--- config.mk ---
export PLATFORM = sky130hd
export DESIGN_NAME = select_adder_pipe_flat
export DESIGN_NICKNAME = d
export VERILOG_FILES = /design/src/rtl/select_adder_pipe_pkg.sv /design/src/rtl/select_adder_pipe_if.sv /design/src/rtl/select_adder_pipe_dual_carry_block.sv /design/src/rtl/select_adder_pipe.sv /design/src/flat_wrapper.sv
export SDC_FILE = /design/constraint.sdc
export NUM_CORES = 1
export LEC_CHECK = 0
export CAP_MARGIN = 25
export CORE_MARGIN = 1.5
export CORE_UTILIZATION = 53
export CTS_CLUSTER_SIZE = 12
export DETAILED_ROUTE_END_ITERATION = 8
export GPL_TIMING_DRIVEN = 0
export PLACE_DENSITY_LB_ADDON = 0.08
export SYNTH_ARGS = -nofsm -noshare
export SYNTH_HDL_FRONTEND = slang
export SYNTH_HIERARCHICAL = 1
export SYNTH_SLANG_ARGS = --single-unit
--- constraint.sdc ---
create_clock -name clk -period 3.8 [get_ports clk]
set_input_delay 0.38 -clock clk [delete_from_list [all_inputs] [get_ports clk]]
set_output_delay 0.38 -clock clk [all_outputs]
set_load 0.01 [all_outputs]
--- src/rtl/select_adder_pipe_pkg.sv ---
// Shared definitions for the two-stage carry-select adder pipeline.
package select_adder_pkg;

  localparam int unsigned DEF_WIDTH = 16;
  localparam int unsigned DEF_BLK   = 4;

  // Operation select carried on the sub input.
  typedef enum logic {
    OP_ADD = 1'b0,
    OP_SUB = 1'b1
  } op_e;

  // Carry into block 0: subtraction needs the +1 of the two's complement.
  function automatic logic eff_cin(input logic sub, input logic ci);
    return (sub == OP_SUB) ? 1'b1 : ci;
  endfunction

endpackage

--- src/rtl/select_adder_pipe_if.sv ---
// Operand/result handshake bundle for select_adder_pipe.
interface select_adder_pipe_if
  import select_adder_pkg::*;
#(
  parameter int unsigned WIDTH = DEF_WIDTH
) ();

  logic             in_valid;
  logic             in_ready;
  logic [WIDTH-1:0] a;
  logic [WIDTH-1:0] b;
  logic             ci;
  logic             sub;
  logic             out_valid;
  logic             out_ready;
  logic [WIDTH-1:0] s;
  logic             co;
  logic             ov;

  // Producer/consumer side driving operands and taking results.
  modport master (
    output in_valid, a, b, ci, sub, out_ready,
    input  in_ready, out_valid, s, co, ov
  );

  // Adder side.
  modport slave (
    input  in_valid, a, b, ci, sub, out_ready,
    output in_ready, out_valid, s, co, ov
  );

endinterface

--- src/rtl/select_adder_pipe_dual_carry_block.sv ---
// One carry-select block: both candidate sums, for carry-in 0 and 1.
module dual_carry_block
  import select_adder_pkg::*;
#(
  parameter int unsigned BLK = DEF_BLK
) (
  input  logic [BLK-1:0] a,
  input  logic [BLK-1:0] b,
  output logic [BLK-1:0] s0,
  output logic           c0,
  output logic [BLK-1:0] s1,
  output logic           c1
);

  // Evaluate the block for both possible incoming carries.
  always_comb begin
    {c0, s0} = {1'b0, a} + {1'b0, b};
    {c1, s1} = {1'b0, a} + {1'b0, b} + {{BLK{1'b0}}, 1'b1};
  end

endmodule

--- src/rtl/select_adder_pipe.sv ---
// Two-stage carry-select adder/subtractor with valid/ready flow control.
// S1 holds per-block candidate sums; S2 resolves the carry chain.
module select_adder_pipe
  import select_adder_pkg::*;
#(
  parameter int unsigned WIDTH = DEF_WIDTH,
  parameter int unsigned BLK   = DEF_BLK
) (
  input  logic                clk,
  input  logic                rst,
  select_adder_pipe_if.slave  bus
);

  localparam int unsigned NB = WIDTH / BLK;

  // Flow control
  logic v1;
  logic v2;
  logic adv2;
  logic in_ready;
  logic in_fire;

  // Operand conditioning
  logic [WIDTH-1:0] b_eff;

  // Block candidates (combinational, from the operands)
  logic [NB-1:0][BLK-1:0] blk_s0;
  logic [NB-1:0][BLK-1:0] blk_s1;
  logic [NB-1:0]          blk_c0;
  logic [NB-1:0]          blk_c1;

  // Stage 1 registers
  logic [NB-1:0][BLK-1:0] s0_q;
  logic [NB-1:0][BLK-1:0] s1_q;
  logic [NB-1:0]          c0_q;
  logic [NB-1:0]          c1_q;
  logic                   cin_q;
  logic                   a_msb_q;
  logic                   b_msb_q;

  // Select chain results
  logic [NB-1:0][BLK-1:0] sel_s;
  logic [WIDTH-1:0]       sum_sel;
  logic                   co_sel;
  logic                   ov_sel;

  // Stage 2 registers
  logic [WIDTH-1:0] s_q;
  logic             co_q;
  logic             ov_q;

  // S2 can take a beat when it is empty or being drained this cycle;
  // S1 can take a beat when it is empty or moving into S2.
  always_comb begin
    adv2     = ~v2 | bus.out_ready;
    in_ready = ~v1 | adv2;
    in_fire  = bus.in_valid & in_ready;
  end

  // Effective second operand: inverted for subtraction.
  always_comb begin
    b_eff = (bus.sub == OP_SUB) ? ~bus.b : bus.b;
  end

  for (genvar g = 0; g < NB; g++) begin : g_blk
    dual_carry_block #(
      .BLK (BLK)
    ) u_blk (
      .a  (bus.a[g*BLK +: BLK]),
      .b  (b_eff[g*BLK +: BLK]),
      .s0 (blk_s0[g]),
      .c0 (blk_c0[g]),
      .s1 (blk_s1[g]),
      .c1 (blk_c1[g])
    );
  end

  // Stage 1: capture both candidates per block plus carry-in and MSBs.
  always_ff @(posedge clk) begin
    if (rst) begin
      v1      <= 1'b0;
      s0_q    <= '0;
      s1_q    <= '0;
      c0_q    <= '0;
      c1_q    <= '0;
      cin_q   <= 1'b0;
      a_msb_q <= 1'b0;
      b_msb_q <= 1'b0;
    end else begin
      if (in_fire) begin
        v1      <= 1'b1;
        s0_q    <= blk_s0;
        s1_q    <= blk_s1;
        c0_q    <= blk_c0;
        c1_q    <= blk_c1;
        cin_q   <= eff_cin(bus.sub, bus.ci);
        a_msb_q <= bus.a[WIDTH-1];
        b_msb_q <= b_eff[WIDTH-1];
      end else if (adv2) begin
        v1 <= 1'b0;
      end
    end
  end

  // Each block's carry lives in its own generate scope and is reached from
  // the next block by name, so the chain is not one self-dependent vector.
  for (genvar g = 0; g < NB; g++) begin : g_sel
    logic cin_g;
    logic cout_g;
    if (g == 0) begin : g_first
      assign cin_g = cin_q;
    end else begin : g_rest
      assign cin_g = g_sel[g-1].cout_g;
    end
    assign sel_s[g] = cin_g ? s1_q[g] : s0_q[g];
    assign cout_g   = cin_g ? c1_q[g] : c0_q[g];
  end

  // Flatten the selected blocks and derive carry-out and signed overflow.
  always_comb begin
    sum_sel = sel_s;
    co_sel  = g_sel[NB-1].cout_g;
    ov_sel  = (a_msb_q == b_msb_q) & (sum_sel[WIDTH-1] != a_msb_q);
  end

  // Stage 2: register the resolved result; hold while stalled or empty.
  always_ff @(posedge clk) begin
    if (rst) begin
      v2   <= 1'b0;
      s_q  <= '0;
      co_q <= 1'b0;
      ov_q <= 1'b0;
    end else if (adv2) begin
      v2 <= v1;
      if (v1) begin
        s_q  <= sum_sel;
        co_q <= co_sel;
        ov_q <= ov_sel;
      end
    end
  end

  assign bus.in_ready  = in_ready;
  assign bus.out_valid = v2;
  assign bus.s         = s_q;
  assign bus.co        = co_q;
  assign bus.ov        = ov_q;

endmodule

--- src/flat_wrapper.sv ---
// flat-port wrapper written by rule: the top's interface ports become plain ports
module select_adder_pipe_flat import select_adder_pkg::*;
#(
  parameter int unsigned WIDTH = DEF_WIDTH,
  parameter int unsigned BLK   = DEF_BLK
)
  (clk, rst, bus_in_valid, bus_a, bus_b, bus_ci, bus_sub, bus_out_ready, bus_in_ready, bus_out_valid, bus_s, bus_co, bus_ov);
  select_adder_pipe_if #(.WIDTH(WIDTH)) bus_i ();
  input  logic clk;
  input  logic rst;
  input wire logic [$bits(bus_i.in_valid)-1:0] bus_in_valid;
  input wire logic [$bits(bus_i.a)-1:0] bus_a;
  input wire logic [$bits(bus_i.b)-1:0] bus_b;
  input wire logic [$bits(bus_i.ci)-1:0] bus_ci;
  input wire logic [$bits(bus_i.sub)-1:0] bus_sub;
  input wire logic [$bits(bus_i.out_ready)-1:0] bus_out_ready;
  output wire logic [$bits(bus_i.in_ready)-1:0] bus_in_ready;
  output wire logic [$bits(bus_i.out_valid)-1:0] bus_out_valid;
  output wire logic [$bits(bus_i.s)-1:0] bus_s;
  output wire logic [$bits(bus_i.co)-1:0] bus_co;
  output wire logic [$bits(bus_i.ov)-1:0] bus_ov;
  assign bus_i.in_valid = bus_in_valid;
  assign bus_i.a = bus_a;
  assign bus_i.b = bus_b;
  assign bus_i.ci = bus_ci;
  assign bus_i.sub = bus_sub;
  assign bus_i.out_ready = bus_out_ready;
  assign bus_in_ready = bus_i.in_ready;
  assign bus_out_valid = bus_i.out_valid;
  assign bus_s = bus_i.s;
  assign bus_co = bus_i.co;
  assign bus_ov = bus_i.ov;
  select_adder_pipe #(.WIDTH(WIDTH), .BLK(BLK)) u_core (.clk(clk), .rst(rst), .bus(bus_i));
endmodule
==> results of run 1 <==
## per-stage QoR
stage	cells	instance area [um^2]	worst slack, ns	power [W]	util, %
2_1_floorplan	390	3400	0.896	0.00115	-
3_3_place_gp	522	4050	0.444	0.00130	64.5
3_5_place_dp	522	4050	0.379	0.00131	64.5
4_1_cts	538	4260	0.738	0.00190	67.8
5_1_grt	538	4260	0.560	0.00201	67.8
6_report	538	4260	0.777	0.00190	67.8
## flip-flops by register name, summed over array words and instances, names as in the netlist
| register | cells |
|---|---|
| u_core/bus.s | 16 |
| u_core/v1 | 1 |
| u_core/bus.co | 1 |
| u_core/b_msb_q | 1 |
| u_core/s0_q | 16 |
| u_core/s1_q | 16 |
| u_core/cin_q | 1 |
| u_core/a_msb_q | 1 |
| u_core/c0_q | 4 |
| u_core/c1_q | 4 |
| u_core/bus.ov | 1 |
| u_core/bus.out_valid | 1 |
## layout by cell type, fill, tap and decap left out, types with 3 or more instances in the layout
cell type	synthesis	routed
xor2_1	20	20
mux2i_4	3	3
nand3b_1	6	6
a21oi_1	48	48
fa_1	4	4
clkdlybuf4s50_1	0	55
xnor2_1	12	12
nand2_1	87	87
inv_1	4	4
nor2_1	23	23
dfxtp_1	63	63
a21o_1	8	8
clkbuf_1	22	22
clkbuf_8	0	11
mux2i_1	16	16
xor2_2	4	4
a211oi_1	15	15
a21o_2	4	4
nand3_1	10	10
ha_1	20	20
mux2_2	4	4
## routing by layer
metal / wire length [um] / vias up / track usage (%)
li1: - / 1460 / -
met1: 3510 / 1307 / 31.9
met2: 3530 / 74 / 38.1
met3: 340 / 7 / 4.47
met4: 74 / 0 / 6.97
met5: 0 / - / 0
## cells by family (layout without fill, tap and decap cells)
| kind of cell | count (synthesis) | after routing |
|---|---|---|
| xor+xnor | 36 | 36 |
| flops | 63 | 63 |
| mux | 23 | 23 |
| buf+inv | 27 | 98 |
| fa+ha+maj | 24 | 24 |
| simple gates | 135 | 135 |
| compound gates | 82 | 82 |
## area by class of cell
type                    instances  share of cell area [%]
multi-input cells             300                    47.7
inverters                       4                   0.353
well taps                      77                    2.26
flip-flops and latches         63                    29.6
clock inverters                 5                    1.32
clock buffers                  11                    3.56
plain buffers                  23                    2.20
repair buffers                 55                    12.9
## critical path: stages
cell      delay [ns]
clkbuf_1        0.44
clkbuf_1        0.53
xor2_1          0.14
ha_1            0.24
fa_1            0.57
ha_1            0.27
nand3_1         0.10
mux2_2          0.28
xnor2_1         0.14
nand2_1         0.06
a21oi_1         0.13
## final timing paths
| path | startpoint | end |
|---|---|---|
| setup / recovery | bus_sub | u_core/c1_q[2]$_SDFFE_PP0P_ |
| hold / removal | u_core/s0_q[0]$_SDFFE_PP0P_ | u_core/s0_q[0]$_SDFFE_PP0P_ |
| setup reg to reg | u_core/cin_q$_SDFFE_PP0P_ | u_core/bus.s[12]$_SDFFE_PP0P_ |
| hold reg to reg | u_core/s0_q[0]$_SDFFE_PP0P_ | u_core/s0_q[0]$_SDFFE_PP0P_ |
## power groups by stage
stage / registers, W / clock network, W / logic [W]
after floorplan: 0.000786 / 0 / 0.000363
after global placement: 0.000786 / 0 / 0.000510
after detailed placement: 0.000790 / 0 / 0.000518
after CTS: 0.000775 / 0.000604 / 0.000524
after global routing: 0.000784 / 0.000639 / 0.000586
final: 0.000774 / 0.000596 / 0.000525
==> results_dict.tcl, run 1 <==
set metrics [dict create \
    status "completed" \
    slew_headroom_pct 60.5 \
    grt_max_degree 12 \
    max-vdd-ir-drop_mv 0.294 \
    cp_max_fo 10 \
    synthFlopType "dfxtp_1" \
    syn_area_per_cell_um2 8.72 \
    finalCriticalPeriod_ns 3.02 \
    start_util_pct 54.2 \
    fmax_mhz 331 \
    grt_pass1_wl_mm 13.0 \
    fin_skew_ns 0.00928 \
    synth_edf_count 0 \
    maxCapViolations 0 \
    cts_resized 0 \
    ys_types 33 \
    syn_area_um2 3400 \
    comb_power_share_pct 27.7 \
    cts_tree "built" \
    critPathCaptureType "flip-flop" \
    ant_nets 0 \
    io_buffers 55 \
    hold_ws_ns 0.455 \
    fp.dieH_um 83.1 \
    area_delta_synth_final_pct 25.1 \
    ys_top_cells_by_area "dfxtp_1 (37%), nand2_1 (9.6%), ha_1 (7.4%), a21oi_1 (7.1%), xor2_1 (5.1%)" \
    leakagePower_nw 1.73 \
    swShare_pct 30.4 \
    drt-initial-drc-count 140 \
    diodes 0 \
    multi_input_area_um2 2030 \
    rows 29 \
    p_int_w 0.00132 \
    rsz0062_at_grt "no" \
    fill_cells 573 \
    synth_seq_area_share_pct 37.1 \
    cts_root_buf "clkbuf_8" \
    yosysMostFrequentCell "nand2_1" \
    h-tree-depth 3 \
    worstSetupPathType "primary input to flip-flop" \
    register_area_um2 1260 \
    worst_pin_slew_ns 0.592 \
    syn_nets 452 \
    rrSetupSlack_ns 1.30 \
    synth_compound_area_share_pct 15.1 \
    fin_crit_sh_pct 79.5 \
    synth-seq-cells 63 \
    cts.path.max_buffers 2 \
    overflow 0 \
    hold_viol 0 \
    routabilityCongestion 0.849 \
    whs_path_depth 2 \
    ios 58 \
    hpwl_mm 5.71 \
    postSynthCellCount 390 \
    synthAdderAreaFrac_pct 9.71 \
    switching_power_w 0.000576 \
    powerDensity_nw_per_um2 445 \
    final-max-slew-violation-count 0 \
    power.share.clock_pct 31.4 \
    synthSimpleGateAreaFrac_pct 16.7 \
    dr.pass1.iters 4 \
    cts_sinks 63 \
    vias 2848 \
    antenna_found_initial 0 \
    vias_per_cell 5.29 \
    cts_setup_buffers 0 \
    synth_top_family_by_area "simple AND/OR/NAND/NOR gates" \
    cp.required_ns 4.07 \
    setup_viol 0 \
    synth-xor-area-share_pct 10.2 \
    arrival_ns 3.29 \
    grt_usage_pct 23.5 \
    core_area_um2 6280 \
    finalNetCount 518 \
    synthMuxAreaShare_pct 8.02 \
    clk_latency_ns 0.34 \
    die_w_um 83.1 \
    synth_top_area_share_pct 37.1 \
    yosys.area.top_type "dfxtp_1" \
    hold_buffers 0 \
    ys_warn_count 6 \
    numCtsBuffers 9 \
    start_kind "primary input" \
    cts.clk_slew.worst_paths_ns 0.07 \
    grt_pass1_vias 2725 \
    seq_power_share_pct 40.8 \
    hp-class "flip-flop to flip-flop" \
    r2r_cells 6 \
    drcViolationCount 0 \
    wl_per_cell_um 13.9 \
    setup-tns-final_ns 0 \
    async_flop_share_pct 0 \
    drive_gt1_share_pct 7.59 \
    totalWireLength_mm 7.46 \
    die_area_um2 6910 \
    yosys-top-cells-count "nand2_1 (87), dfxtp_1 (63), a21oi_1 (48)" \
]
(Power assumes the default switching activity.)
==> run 2: changes to the inputs <==
- CORE_UTILIZATION: 53 -> 48
- clock period: 3.8 -> 2.5 ns (I/O delays scaled with it)
==> run 2 against run 1 <==
Final area rose by 1.5%. Critical endpoint is now u_core/c1_q[3]$_SDFFE_PP0P_. Setup slack worse by 0.63 ns. Total power rose by 57%. Sequential share of layout area shrank 0.43 points. Wire length up 2.7%.
==> results_dict.tcl, run 2 (same netlist as run 1, synthesis figures left out) <==
set metrics [dict create \
    dpl_cell_area_um2 4080 \
    overflow 0 \
    cp.required_ns 2.77 \
    start_kind "primary input" \
    dr.pass1.iters 4 \
    cts_tree "built" \
    rows 30 \
    finalNetCount 520 \
    cts.path.max_buffers 2 \
    fp.dieH_um 87.2 \
    fmax_mhz 426 \
    cts.clk_slew.worst_paths_ns 0.07 \
    slew_headroom_pct 64.8 \
    critPathCaptureType "flip-flop" \
    rsz0062_at_grt "no" \
    antenna_found_initial 0 \
    grt_pass1_wl_mm 12.3 \
    status "completed" \
    arrival_ns 2.62 \
    die_area_um2 7600 \
    max-vdd-ir-drop_mv 0.322 \
    final_cell_mix "nand2_1 (87), dfxtp_1 (63), clkdlybuf4s50_1 (55)" \
    final-max-slew-violation-count 0 \
    wl_per_cell_um 13.7 \
    routabilityCongestion 0.810 \
    ant_nets 0 \
    worst_pin_slew_ns 0.529 \
    grt_usage_pct 21.3 \
    core_area_um2 6830 \
    drive_gt1_share_pct 8.42 \
    cp_max_fo 10 \
    clk_latency_ns 0.34 \
    finalCriticalPeriod_ns 2.35 \
    fill_cells 651 \
    hpwl_mm 5.83 \
    io_buffers 55 \
    grt_max_degree 14 \
    leakagePower_nw 1.76 \
    totalWireLength_mm 7.66 \
    maxCapViolations 0 \
    grt_pass1_vias 2603 \
    worstSetupPathType "primary input to flip-flop" \
    hold_viol 0 \
    fin_util_pct 63.2 \
    fin_area_um2 4320 \
    crit-reg2reg-launch "u_core/cin_q$_SDFFE_PP0P_" \
    min_from "rst" \
    hold_buffers 0 \
    fin_crit_sh_pct 94.0 \
    whs_path_depth 2 \
    setup_viol 0 \
    crit_start "bus_sub" \
    cts_sinks 63 \
    drcViolationCount 0 \
    layout_commonest_cell "nand2_1" \
    h-tree-depth 3 \
    fin_skew_ns 0.00761 \
    die_w_um 87.2 \
    hp-class "primary input to flip-flop" \
    cts_root_buf "clkbuf_8" \
    drt-initial-drc-count 105 \
    powerDensity_nw_per_um2 690 \
    ios 58 \
    start_util_pct 49.8 \
    vias 2871 \
    vias_per_cell 5.14 \
    area_delta_synth_final_pct 27.0 \
    numCtsBuffers 9 \
    r2r_cells 6 \
    diodes 0 \
    register_area_um2 1260 \
    multi_input_area_um2 2030 \
]
[run 2: changes by cell type in the layout (fill, tap and decap cells not counted)]
| cell | before | now |
|---|---|---|
| buf_4 | 0 | 3 |
| inv_6 | 0 | 3 |
| clkbuf_1 | 22 | 20 |
| clkbuf_8 | 11 | 9 |
| clkinv_2 | 2 | 0 |
| bufinv_16 | 1 | 2 |
| clkbuf_2 | 0 | 1 |
[run 2: area by class of cell]
cell class / count / area share [%]
Inverter: 4 / 0.348
Tap cell: 96 / 2.78
Clock inverter: 7 / 2.38
Multi-Input combinational cell: 300 / 47.0
Clock buffer: 9 / 2.87
Timing Repair Buffer: 57 / 13.1
Sequential cell: 63 / 29.2
Buffer: 23 / 2.29
[run 2: repair_timing]
item	4_1_cts	5_1_grt
resized for setup	0	1
setup endpoints to repair	0	5
setup buffers	0	2
endpoints found under the hold margin	0	0
[run 2: final timing paths]
check / endpoint / slack [ns]
hold / removal: u_core/bus.ov$_SDFFE_PP0P_ / 0.35
setup reg to reg: u_core/bus.s[14]$_SDFFE_PP0P_ / 0.23
setup / recovery: u_core/c1_q[3]$_SDFFE_PP0P_ / 0.15
hold reg to reg: u_core/s1_q[10]$_SDFFE_PP0P_ / 0.46
[run 2: critical path: stages]
cell and delay [ns]:
clkbuf_2 0.21, buf_4 0.25, xor2_1 0.17, ha_1 0.21, fa_1 0.55, ha_1 0.24, nand3b_1 0.10, mux2_2 0.29
xnor2_1 0.14, nand2_1 0.07, a21oi_1 0.13
[run 2: where the power goes]
group / leakage, nW / internal [W] / switching (W)
Sequential: 0.519 / 0.00111 / 0.0000659
Combinational: 1.13 / 0.000387 / 0.000419
Clock: 0.111 / 0.000573 / 0.000426
[run 2: layer usage]
metal / global-route usage [%] / up-vias / part of all wire [%]
met5: 0 / - / 0
met4: 8.95 / 0 / 1.0
met3: 3.51 / 9 / 4.2
met2: 34.0 / 74 / 46
met1: 28.8 / 1323 / 48
li1: - / 1465 / -
[run 2: per-stage QoR]
| step | TNS [ns] | power, W | setup slack, ns | cells | hold slack, ns |
|---|---|---|---|---|---|
| finish | 0 | 0.00298 | 0.150 | 559 | 0.350 |
| global route | 0 | 0.00314 | 0.0273 | 559 | 0.390 |
| CTS | 0 | 0.00300 | 0.0460 | 557 | 0.345 |
| detailed placement | -0.761 | 0.00199 | -0.239 | 541 | 0.447 |
| global placement | -0.565 | 0.00198 | -0.194 | 541 | 0.441 |
| floorplan | 0 | 0.00175 | 0.0847 | 390 | 0.367 |
